### src/rtl/generate_processing_element.sv
`default_nettype none
// ============================================================================
// Module   : generate_processing_element
// Brief    : Signed multiply-accumulate PE for a partial-sum chain.
//            o_psum = i_x * i_w + i_psum, delivered through D register
//            stages built with a generate loop (latency = D edges).
// Revision : 1.0 - initial release
// ============================================================================
module generate_processing_element #(
    parameter int BW1 = 16,
    parameter int BW2 = 17,
    parameter int N   = 17,
    parameter int XW  = 8,
    parameter int WW  = 8,
    parameter int D   = 3
) (
    input  logic                  i_clk,
    input  logic                  i_rst_n,
    input  logic signed [XW-1:0]  i_x,
    input  logic signed [WW-1:0]  i_w,
    input  logic signed [BW1-1:0] i_psum,
    output logic signed [BW2-1:0] o_psum
);

    localparam int PW = XW + WW;

    // Full-precision product; no truncation at this step.
    logic signed [PW-1:0]  prod_w;
    // Both addends sign-extended to the accumulator width before the add.
    logic signed [N-1:0]   prod_ext_w;
    logic signed [N-1:0]   psum_ext_w;
    logic signed [N-1:0]   sum_w;
    // Sum after adaptation to the outgoing partial-sum width.
    logic signed [BW2-1:0] sum_adapt_w;

    // Pipeline: stage_d[k] is what stage_q[k] captures on the next edge.
    logic signed [BW2-1:0] stage_d [D];
    logic signed [BW2-1:0] stage_q [D];

    assign prod_w     = i_x * i_w;
    assign prod_ext_w = {{(N-PW){prod_w[PW-1]}}, prod_w};
    assign psum_ext_w = {{(N-BW1){i_psum[BW1-1]}}, i_psum};
    assign sum_w      = prod_ext_w + psum_ext_w;

    // Output-width adaptation: truncate when narrowing, sign-extend when widening.
    generate
        if (BW2 <= N) begin : g_trunc
            assign sum_adapt_w = sum_w[BW2-1:0];
        end else begin : g_sext
            assign sum_adapt_w = {{(BW2-N){sum_w[N-1]}}, sum_w};
        end
    endgenerate

    // One register per stage; stage 0 takes the fresh sum, later stages shift.
    generate
        for (genvar k = 0; k < D; k++) begin : g_stage
            if (k == 0) begin : g_head
                assign stage_d[k] = sum_adapt_w;
            end else begin : g_tail
                assign stage_d[k] = stage_q[k-1];
            end

            // Stage register; asynchronous reset flushes in-flight results at once.
            always_ff @(posedge i_clk or negedge i_rst_n) begin
                if (!i_rst_n) begin
                    stage_q[k] <= '0;
                end else begin
                    stage_q[k] <= stage_d[k];
                end
            end
        end
    endgenerate

    assign o_psum = stage_q[D-1];

endmodule
`default_nettype wire

### config.mk
export PLATFORM = sky130hd
export DESIGN_NAME = generate_processing_element
export DESIGN_NICKNAME = d
export VERILOG_FILES = /design/src/rtl/generate_processing_element.sv
export SDC_FILE = /design/constraint.sdc
export NUM_CORES = 1
export LEC_CHECK = 0
export ABC_AREA = 0
export CORE_MARGIN = 4
export CORE_UTILIZATION = 62
export DETAILED_ROUTE_END_ITERATION = 6
export PLACE_DENSITY = 0.89
export SETUP_SLACK_MARGIN = 0.1
export SLEW_MARGIN = 20
export SYNTH_ARGS = -nofsm -noshare
export SYNTH_HDL_FRONTEND = slang
export SYNTH_SLANG_ARGS = --single-unit
### constraint.sdc
create_clock -name i_clk -period 1 [get_ports i_clk]
set_input_delay 0.25 -clock i_clk [delete_from_list [all_inputs] [get_ports i_clk]]
set_output_delay 0.25 -clock i_clk [all_outputs]
set_load 0.03 [all_outputs]
==> impl_metrics.json, run 1 <==
{
  "hold_violations": 0,
  "synth_top_area_frac": 0.353,
  "start_util": 0.635,
  "dr.pass1.iters": 4,
  "die_area_um2": 8350,
  "port_buffers": 50,
  "synth_cell_type_count": 30,
  "worstMarginPinSlew_ns": 0.537,
  "core-area_um2": 6790,
  "final_util": 0.931,
  "worstPathCellList": "buf_6 > buf_4 > and2_4 > buf_4 > fa_1 > fa_1 > fa_1 > fa_1 > ha_4 > ha_4 > a2111oi_4 > buf_4 > a21boi_4 > mux2i_1 > nand2_1",
  "syn_area_um2": 4310,
  "period_needed_ns": 4.28,
  "root_buffer": "clkbuf_8",
  "cp.arrival_ns": 4.46,
  "fin_crit_sh": 4.28,
  "cts_buffer_depth": 2,
  "grt_pass1_wl_mm": 20.6,
  "die_y_um": 91.4,
  "clk_pin_slew_worst_paths_ns": 0.09,
  "routed-wl-met3_mm": 1.31,
  "synth.area.top_cells": "fa_1 (35%), dfrtp_1 (30%), ha_1 (11%)",
  "worst_clock_skew_ns": 0.00881,
  "cts_tree": "built",
  "worstSkewPairLatency_ns": 0.30,
  "die_w_um": 91.4,
  "hold_path_class": "flip-flop to flip-flop",
  "avgSynthCellArea_um2": 11.8,
  "drt-wirelength-per-cell_um": 24.8,
  "required_ns": 1.18,
  "violations": "negative setup slack",
  "numCtsBuffers": 5,
  "crit_type": "input port to flip-flop",
  "cpMostUsedCell": "fa_1",
  "crit_path_max_fanout": 6,
  "post_route_cells_drive_above_1_share": 0.439,
  "std_cell_rows": 30,
  "dr.first_iter.drc_count": 267,
  "fin_ws_ns": -3.28,
  "critPathLaunchType": "input port",
  "cpPeakStageDelay_ns": 0.60,
  "antenna_found_initial": 0,
  "rsz0062_at_grt": "true",
  "yosys.area.top_type": "fa_1",
  "crit_path_end_kind": "flip-flop",
  "grt.overflow.total": 0,
  "wl_met1_mm": 4.77,
  "yosys_warnings": 0,
  "boundaryPins": 51,
  "place_inst": 566,
  "grt_pass1_vias": 3844,
  "wl_mm": 14.8,
  "top_layer": "met4",
  "vias": 3530,
  "crit_buf_inv": 4,
  "drc_errors": 0,
  "htreeDepth": 2,
  "whs_ns": 0.354,
  "synth_cells": 367,
  "antennaDiodeCount": 0,
  "maxSlewHeadroom": 0.641,
  "gp_congestion": 0.915,
  "ys_ff_latch": 51,
  "max-cap-violations": 0,
  "areaGrowthSynthToFinish_pct": 46.6,
  "dp_hpwl_mm": 8.00,
  "yosysMostFrequentCell": "inv_1",
  "grt_start_max_net_pins": 52,
  "cts_num_sinks": 51,
  "routed_via_density": 5.93,
  "ys.flop_type": "dfrtp_1",
  "routed-wl-met2_mm": 7.29,
  "grt.total_usage": 0.333,
  "synth-edff-count": 0,
  "status": "finished, violations left",
  "antenna_left": 0,
  "worst_path_max_delay_cell": "fa_1",
  "slew_viol_final": 0,
  "synth_async_sr_flop_share": 1.00,
  "fmax_mhz": 234,
  "fin_nets": 648,
  "setup_viol_count_final": 33,
  "critPathTopFamily": "adder cells",
  "yosysSeqAreaShare": 0.296,
  "syn-num-nets": 516,
  "layoutNonFillerInstCount": 595,
  "synth.cells.most_frequent": "inv_1 (77), fa_1 (76), dfrtp_1 (51)"
}
through the flow:
stage | area, µm² | worst slack (ns) | TNS, ns
after global placement | 5530 | -3.69 | -48.49
after global routing | 6320 | -3.43 | -41.62
final | 6320 | -3.28 | -40.44
after CTS | 6070 | -3.08 | -38.23
after floorplan | 4550 | -3.14 | -37.64
after detailed placement | 5530 | -3.84 | -50.56
registers in the layout (all words and copies together) (netlist names):
name,count
o_psum,17
stage_d,34
worst paths after layout:
check,start,cells after the start,to,slack (ns)
setup / recovery,i_x[7],15,stage_d[32],-3.28
hold / removal,stage_d[18],0,stage_d[1],0.35
setup reg to reg,stage_d[17],0,stage_d[0],0.45
hold reg to reg,stage_d[18],0,stage_d[1],0.35
max in group asynchronous,i_rst_n,3,o_psum[16],0.28
min in group asynchronous,i_rst_n,3,stage_d[2],0.50
routing by layer:
layer,vias to the layer above,GRT usage
met5,-,0
met4,0,0.239
met3,104,0.0663
met2,302,0.581
met1,1749,0.355
li1,1375,-
cells in the final DEF (no fill, tap or decap), types with 2 or more instances in the layout:
| cell | count |
|---|---|
| a21o_1 | 4 |
| a21oi_1 | 2 |
| a21oi_2 | 5 |
| and2_1 | 27 |
| and2_4 | 3 |
| buf_12 | 3 |
| buf_2 | 5 |
| buf_4 | 60 |
| buf_6 | 39 |
| buf_8 | 4 |
| clkbuf_8 | 5 |
| clkdlybuf4s50_1 | 10 |
| dfrtp_1 | 51 |
| dlygate4sd2_1 | 5 |
| fa_1 | 66 |
| fa_2 | 10 |
| ha_1 | 10 |
| ha_4 | 29 |
| inv_1 | 52 |
| inv_2 | 25 |
| nand2_1 | 19 |
| nand2_2 | 5 |
| nand2_4 | 7 |
| nand2b_1 | 2 |
| nor2_1 | 8 |
| nor3_1 | 2 |
| xnor2_1 | 11 |
| xnor2_2 | 4 |
cells by family (layout without fill, tap and decap cells):
family | count (synthesis) | in the layout | synth area share
adders and majority gates | 115 | 115 | 0.466
and+or+nand+nor | 79 | 79 | 0.0911
muxes | 1 | 1 | 0.00232
xor gates and xnor gates | 17 | 17 | 0.0345
buffers and inverters | 79 | 211 | 0.0688
DFF | 51 | 51 | 0.296
AOI/OAI and AO/OA | 25 | 25 | 0.0415
what timing repair did:
item,4_1_cts,5_1_grt
hold buffers,1,0
gates resized for setup,173,41
endpoints found under the hold margin,51,0
endpoints found under the setup margin,34,33
gates cloned,0,0
buffers inserted,13,8
pin swaps,44,40
cell type report:
| class | count | area, µm² |
|---|---|---|
| Timing Repair Buffer | 127 | 1190 |
| Sequential cell | 51 | 1280 |
| Multi-Input combinational cell | 237 | 3370 |
| Fill cell | 202 | 469 |
| Clock buffer | 5 | 68.8 |
| Clock inverter | 2 | 13.8 |
| Tap cell | 96 | 120 |
| Inverter | 77 | 289 |
Power of run 1 is left out: the tool's default activity adds up to more than one toggle a clock period on the data nets, which glitch-free logic cannot reach.
==> run 2: changes to the inputs <==
- clock period: 1 -> 5 ns (I/O delays scaled with it)
==> run 2 against run 1 <==
Effect of this change:
- the flow still finishes with violations (negative setup slack)
- worst hold slack improved by 0.00073 ns
- first-iteration DRC count down 18%
- sequential share of layout area is 1.5 points higher
- global-route usage shrank 7.2 points
- critical path depth rose by 2
- clock-buffer cell count unchanged
==> impl_metrics.json, run 2 (synthesis gave the netlist of run 1 again) <==
{
  "routed_via_density": 5.50,
  "max-cap-violations": 0,
  "die_area_um2": 8350,
  "post_route_cells_drive_above_1_share": 0.317,
  "hold_path_class": "flip-flop to flip-flop",
  "grt_pass1_wl_mm": 16.6,
  "fill_cells": 298,
  "worstMarginPinSlew_ns": 0.583,
  "antenna_found_initial": 0,
  "multi_input_area_um2": 3150,
  "critPathLaunchType": "input port",
  "cp.arrival_ns": 5.34,
  "layoutNonFillerInstCount": 576,
  "dp_hpwl_mm": 7.46,
  "status": "finished, violations left",
  "p_leak_nw": 2.83,
  "register_area_um2": 1280,
  "crit_buf_inv": 6,
  "boundaryPins": 51,
  "port_buffers": 50,
  "antennaDiodeCount": 0,
  "required_ns": 5.20,
  "dr.first_iter.drc_count": 220,
  "drc_errors": 0,
  "dp_slack_ns": -0.893,
  "start_util": 0.635,
  "peakVddDrop_v": 0.000557,
  "largest_register_ffs": 34,
  "crit_type": "input port to flip-flop",
  "holdBufCountCts": 0,
  "critPathTopFamily": "adder cells",
  "worst_clock_skew_ns": 0.00322,
  "die_y_um": 91.4,
  "grt.total_usage": 0.260,
  "drt-wirelength-per-cell_um": 20.2,
  "root_buffer": "clkbuf_8",
  "slew_viol_final": 0,
  "place_inst": 560,
  "vias": 3167,
  "crit_path_end_kind": "flip-flop",
  "antenna_left": 0,
  "cpMostUsedCell": "fa_2",
  "hold_violations": 0,
  "cpPeakStageDelay_ns": 0.55,
  "std_cell_rows": 30,
  "maxSlewHeadroom": 0.611,
  "numCtsBuffers": 5,
  "areaGrowthSynthToFinish_pct": 36.3,
  "grt_start_max_net_pins": 52,
  "crit_path_max_fanout": 3,
  "htreeDepth": 2,
  "worstPathCellList": "buf_2 > nand2_1 > fa_1 > inv_2 > fa_1 > inv_2 > fa_2 > inv_1 > fa_2 > fa_2 > ha_4 > buf_6 > o211ai_1 > buf_4 > a21boi_2 > mux2i_1 > nand2_1",
  "clk_pin_slew_worst_paths_ns": 0.09,
  "fin_ws_ns": -0.146,
  "cts_tree": "built",
  "period_needed_ns": 5.15,
  "power_mw": 4.71,
  "rsz0062_at_grt": "true",
  "cts_buffer_depth": 2,
  "fmax_mhz": 194,
  "core-area_um2": 6790,
  "worst_path_max_delay_cell": "fa_1",
  "grt.overflow.total": 0,
  "worstSkewPairLatency_ns": 0.31,
  "fin_crit_sh": 1.03,
  "wl_mm": 11.6,
  "die_w_um": 91.4,
  "final_cell_mix": "inv_1 (66), fa_1 (66), buf_4 (55)",
  "cts_num_sinks": 51,
  "fin_nets": 628,
  "powerDensity_nw_per_um2": 801,
  "dr.pass1.iters": 4,
  "violations": "negative setup slack",
  "gp_congestion": 0.968,
  "grt_pass1_vias": 3594,
  "setup_viol_count_final": 3
}
## run 2: cell types whose count changed in the layout (fill, tap and decap cells not counted), sizes merged
cell           before  now
clkdlybuf4s50      10   30
inv                77   78
clkinvlp            0    1
dlygate4sd2         5    0
dlygate4sd3         1    0
clkdlybuf4s15       0    1
dlymetal6s2s        0    2
buf               111   74
clkinv              2    1
## run 2: path summary, 6_finish.rpt
path / start / slack [ns] / cells after the start / end
setup reg to reg: stage_d[5] / 4.51 / 0 / o_psum[5]
hold / removal: stage_d[19] / 0.36 / 0 / stage_d[2]
hold reg to reg: stage_d[19] / 0.36 / 0 / stage_d[2]
min in group asynchronous: i_rst_n / 0.94 / 1 / o_psum[9]
setup / recovery: i_x[6] / -0.15 / 17 / stage_d[32]
max in group asynchronous: i_rst_n / 3.68 / 1 / stage_d[0]
## run 2: area by class of cell
type / count / area share
multi-input cells: 237 / 0.535
flip-flops and latches: 51 / 0.217
repair buffers: 107 / 0.162
inverters: 77 / 0.0492
well taps: 96 / 0.0204
clock buffers: 5 / 0.0117
clock inverters: 3 / 0.00404
## run 2: repair_timing
item	CTS	global route
pin swaps	27	36
setup endpoints to repair	11	8
buffers inserted	2	6
gates resized for setup	102	51
## run 2: per-stage QoR
step / utilization / TNS, ns / area [µm²] / hold slack [ns]
final: 0.865 / -0.292 / 5880 / 0.355
after global routing: 0.865 / -0.691 / 5880 / 0.359
after CTS: 0.830 / -0.0800 / 5640 / 0.352
after detailed placement: 0.798 / -7.19 / 5420 / 0.336
after global placement: 0.798 / -5.99 / 5420 / 0.331
after floorplan: - / -0.187 / 4450 / 0.331
## run 2: power by group
| part | internal [mW] | switching, mW | total, mW |
|---|---|---|---|
| Sequential | 0.631 | 0.0549 | 0.686 |
| Combinational | 1.90 | 1.88 | 3.78 |
| Clock | 0.101 | 0.141 | 0.242 |
## run 2: layer usage
metal,vias up,routed length [µm],part of all wire,track usage
li1,1333,-,-,-
met1,1632,3830,0.33,0.259
met2,139,6650,0.57,0.510
met3,63,527,0.045,0.0414
met4,0,641,0.055,0.131
met5,-,0,0,0
Power figures use the tool's default switching activity.
==> run 3: changes to the inputs <==
- SLEW_MARGIN: 20 -> unset
==> run 3 against run 2 <==
Effect of this change:
- the run still ends with negative setup slack left
- cell count unchanged
- sequential power about the same
- maximum frequency unchanged
- register-to-register slack about the same
- die area unchanged
- via count unchanged
- setup slack stayed put
- largest cell class unchanged
- worst hold slack is the same
- final area hardly changed
- combinational power about the same
- flip-flop and latch count is the same
==> impl_metrics.json, run 3 (synthesis gave the netlist of run 1 again) <==
{
  "worstSkewPairLatency_ns": 0.31,
  "die_area_um2": 8350,
  "cpPeakStageDelay_ns": 0.55,
  "setup_viol_count_final": 3,
  "holdBufCountCts": 0,
  "hold_violations": 0,
  "start_util": 0.635,
  "sw_frac_of_total": 0.442,
  "grt.overflow.total": 0,
  "combPwrFrac": 0.803,
  "dr.pass1.iters": 4,
  "grt_pass1_vias": 3594,
  "hold_path_class": "flip-flop to flip-flop",
  "antenna_left": 0,
  "core-area_um2": 6790,
  "fmax_mhz": 194,
  "internal_power_mw": 2.63,
  "largest_register_ffs": 34,
  "worst_path_max_delay_cell": "fa_1",
  "die_w_um": 91.4,
  "numCtsBuffers": 5,
  "dpl-instance-area_um2": 5420,
  "grt_start_max_net_pins": 52,
  "grt.total_usage": 0.260,
  "worstMarginPinSlew_ns": 1.03,
  "port_buffers": 50,
  "root_buffer": "clkbuf_8",
  "critPathLaunchType": "input port",
  "cts_num_sinks": 51,
  "crit_path_end_kind": "flip-flop",
  "routed_via_density": 5.50,
  "areaGrowthSynthToFinish_pct": 36.3,
  "drc_errors": 0,
  "cts_buffer_depth": 2,
  "hold_path_depth": 0,
  "maxSlewHeadroom": 0.312,
  "status": "finished, violations left",
  "powerDensity_nw_per_um2": 802,
  "rsz0062_at_grt": "true",
  "drt-wirelength-per-cell_um": 20.2,
  "post_route_cells_drive_above_1_share": 0.317,
  "cpMostUsedCell": "fa_2",
  "boundaryPins": 51,
  "vias": 3167,
  "worstPathCellList": "buf_2 > nand2_1 > fa_1 > inv_2 > fa_1 > inv_2 > fa_2 > inv_1 > fa_2 > fa_2 > ha_4 > buf_6 > o211ai_1 > buf_4 > a21boi_2 > mux2i_1 > nand2_1",
  "max-cap-violations": 0,
  "final_util": 0.865,
  "seqPwrFrac": 0.146,
  "antennaDiodeCount": 0,
  "peakVddDrop_v": 0.000557,
  "grt_pass1_wl_mm": 16.6,
  "dp_hpwl_mm": 7.46,
  "crit_type": "input port to flip-flop",
  "final_cell_mix": "inv_1 (66), fa_1 (66), buf_4 (54)",
  "p_switching_mw": 2.08,
  "p_leak_nw": 2.83,
  "wl_mm": 11.7,
  "cts_tree": "built",
  "die_y_um": 91.4,
  "clkPwrFrac": 0.051,
  "required_ns": 5.20,
  "design_area_um2": 5880,
  "fin_crit_sh": 1.03,
  "crit_path_max_fanout": 3,
  "fin_nets": 628,
  "clk_pin_slew_worst_paths_ns": 0.09,
  "htreeDepth": 2,
  "std_cell_rows": 30,
  "antenna_found_initial": 0,
  "violations": "negative setup slack",
  "gp_congestion": 0.968,
  "fin_ws_ns": -0.146,
  "dr.first_iter.drc_count": 220,
  "slew_viol_final": 0,
  "worst_clock_skew_ns": 0.00322,
  "cp.arrival_ns": 5.34,
  "period_needed_ns": 5.15,
  "reg2reg_depth": 0
}
==> run 3: cell counts in the layout (fill, tap and decap cells not counted) <==
No cell type changed its count.
==> run 3: power groups by stage <==
stage / clock network, mW / logic (mW) / registers, mW
6_report: 0.242 / 3.78 / 0.686
5_1_grt: 0.260 / 4.03 / 0.704
4_1_cts: 0.241 / 3.16 / 0.687
3_5_place_dp: 0 / 2.93 / 0.697
3_3_place_gp: 0 / 2.80 / 0.679
2_1_floorplan: 0 / 1.84 / 0.806
==> run 3: per-stage QoR <==
| step | setup TNS, ns | hold WS (ns) | total power, mW | cells | setup slack (ns) |
|---|---|---|---|---|---|
| after floorplan | -0.187 | 0.331 | 2.64 | 367 | -0.138 |
| after CTS | -0.0800 | 0.352 | 4.09 | 570 | -0.0800 |
| after global routing | -0.691 | 0.359 | 5.00 | 576 | -0.263 |
| after global placement | -5.99 | 0.331 | 3.48 | 560 | -0.757 |
| after detailed placement | -7.19 | 0.336 | 3.63 | 560 | -0.893 |
| final | -0.292 | 0.355 | 4.71 | 576 | -0.146 |
==> run 3: final cells by class <==
class	instances	area [µm²]
multi-input combinational	237	3150
sequential	51	1280
timing repair buffer	107	951
fill	298	917
inverter	77	289
tap	96	120
clock buffer	5	68.8
clock inverter	3	23.8
==> run 3: layer usage <==
layer / track usage / up-vias / share of wire
met5: 0 / - / 0
met4: 0.131 / 0 / 0.055
met3: 0.0414 / 63 / 0.045
met2: 0.510 / 139 / 0.57
met1: 0.259 / 1632 / 0.33
li1: - / 1333 / -
==> run 3: repair_timing <==
action                                  CTS  global route
gates cloned                              0             0
pin swaps                                27            36
resized for setup                       102            51
endpoints found under the setup margin   11             8
setup buffers                             2             6
==> run 3: worst paths after layout <==
path / from / end / slack (ns)
max in group asynchronous: i_rst_n / stage_d[0] / 3.27
setup / recovery: i_x[6] / stage_d[32] / -0.15
min in group asynchronous: i_rst_n / o_psum[9] / 1.12
hold / removal: stage_d[19] / stage_d[2] / 0.36
setup reg to reg: stage_d[5] / o_psum[5] / 4.51
hold reg to reg: stage_d[19] / stage_d[2] / 0.36
==> run 3: critical path: cells and delay by family <==
kind                     cells  cell delay, ns
adder cells (fa/ha/maj)      6            2.77
buffers and inverters        6            0.59
multiplexers                 1            0.24
AO/OA/AOI/OAI                2            0.32
AND/OR/NAND/NOR              2            0.18
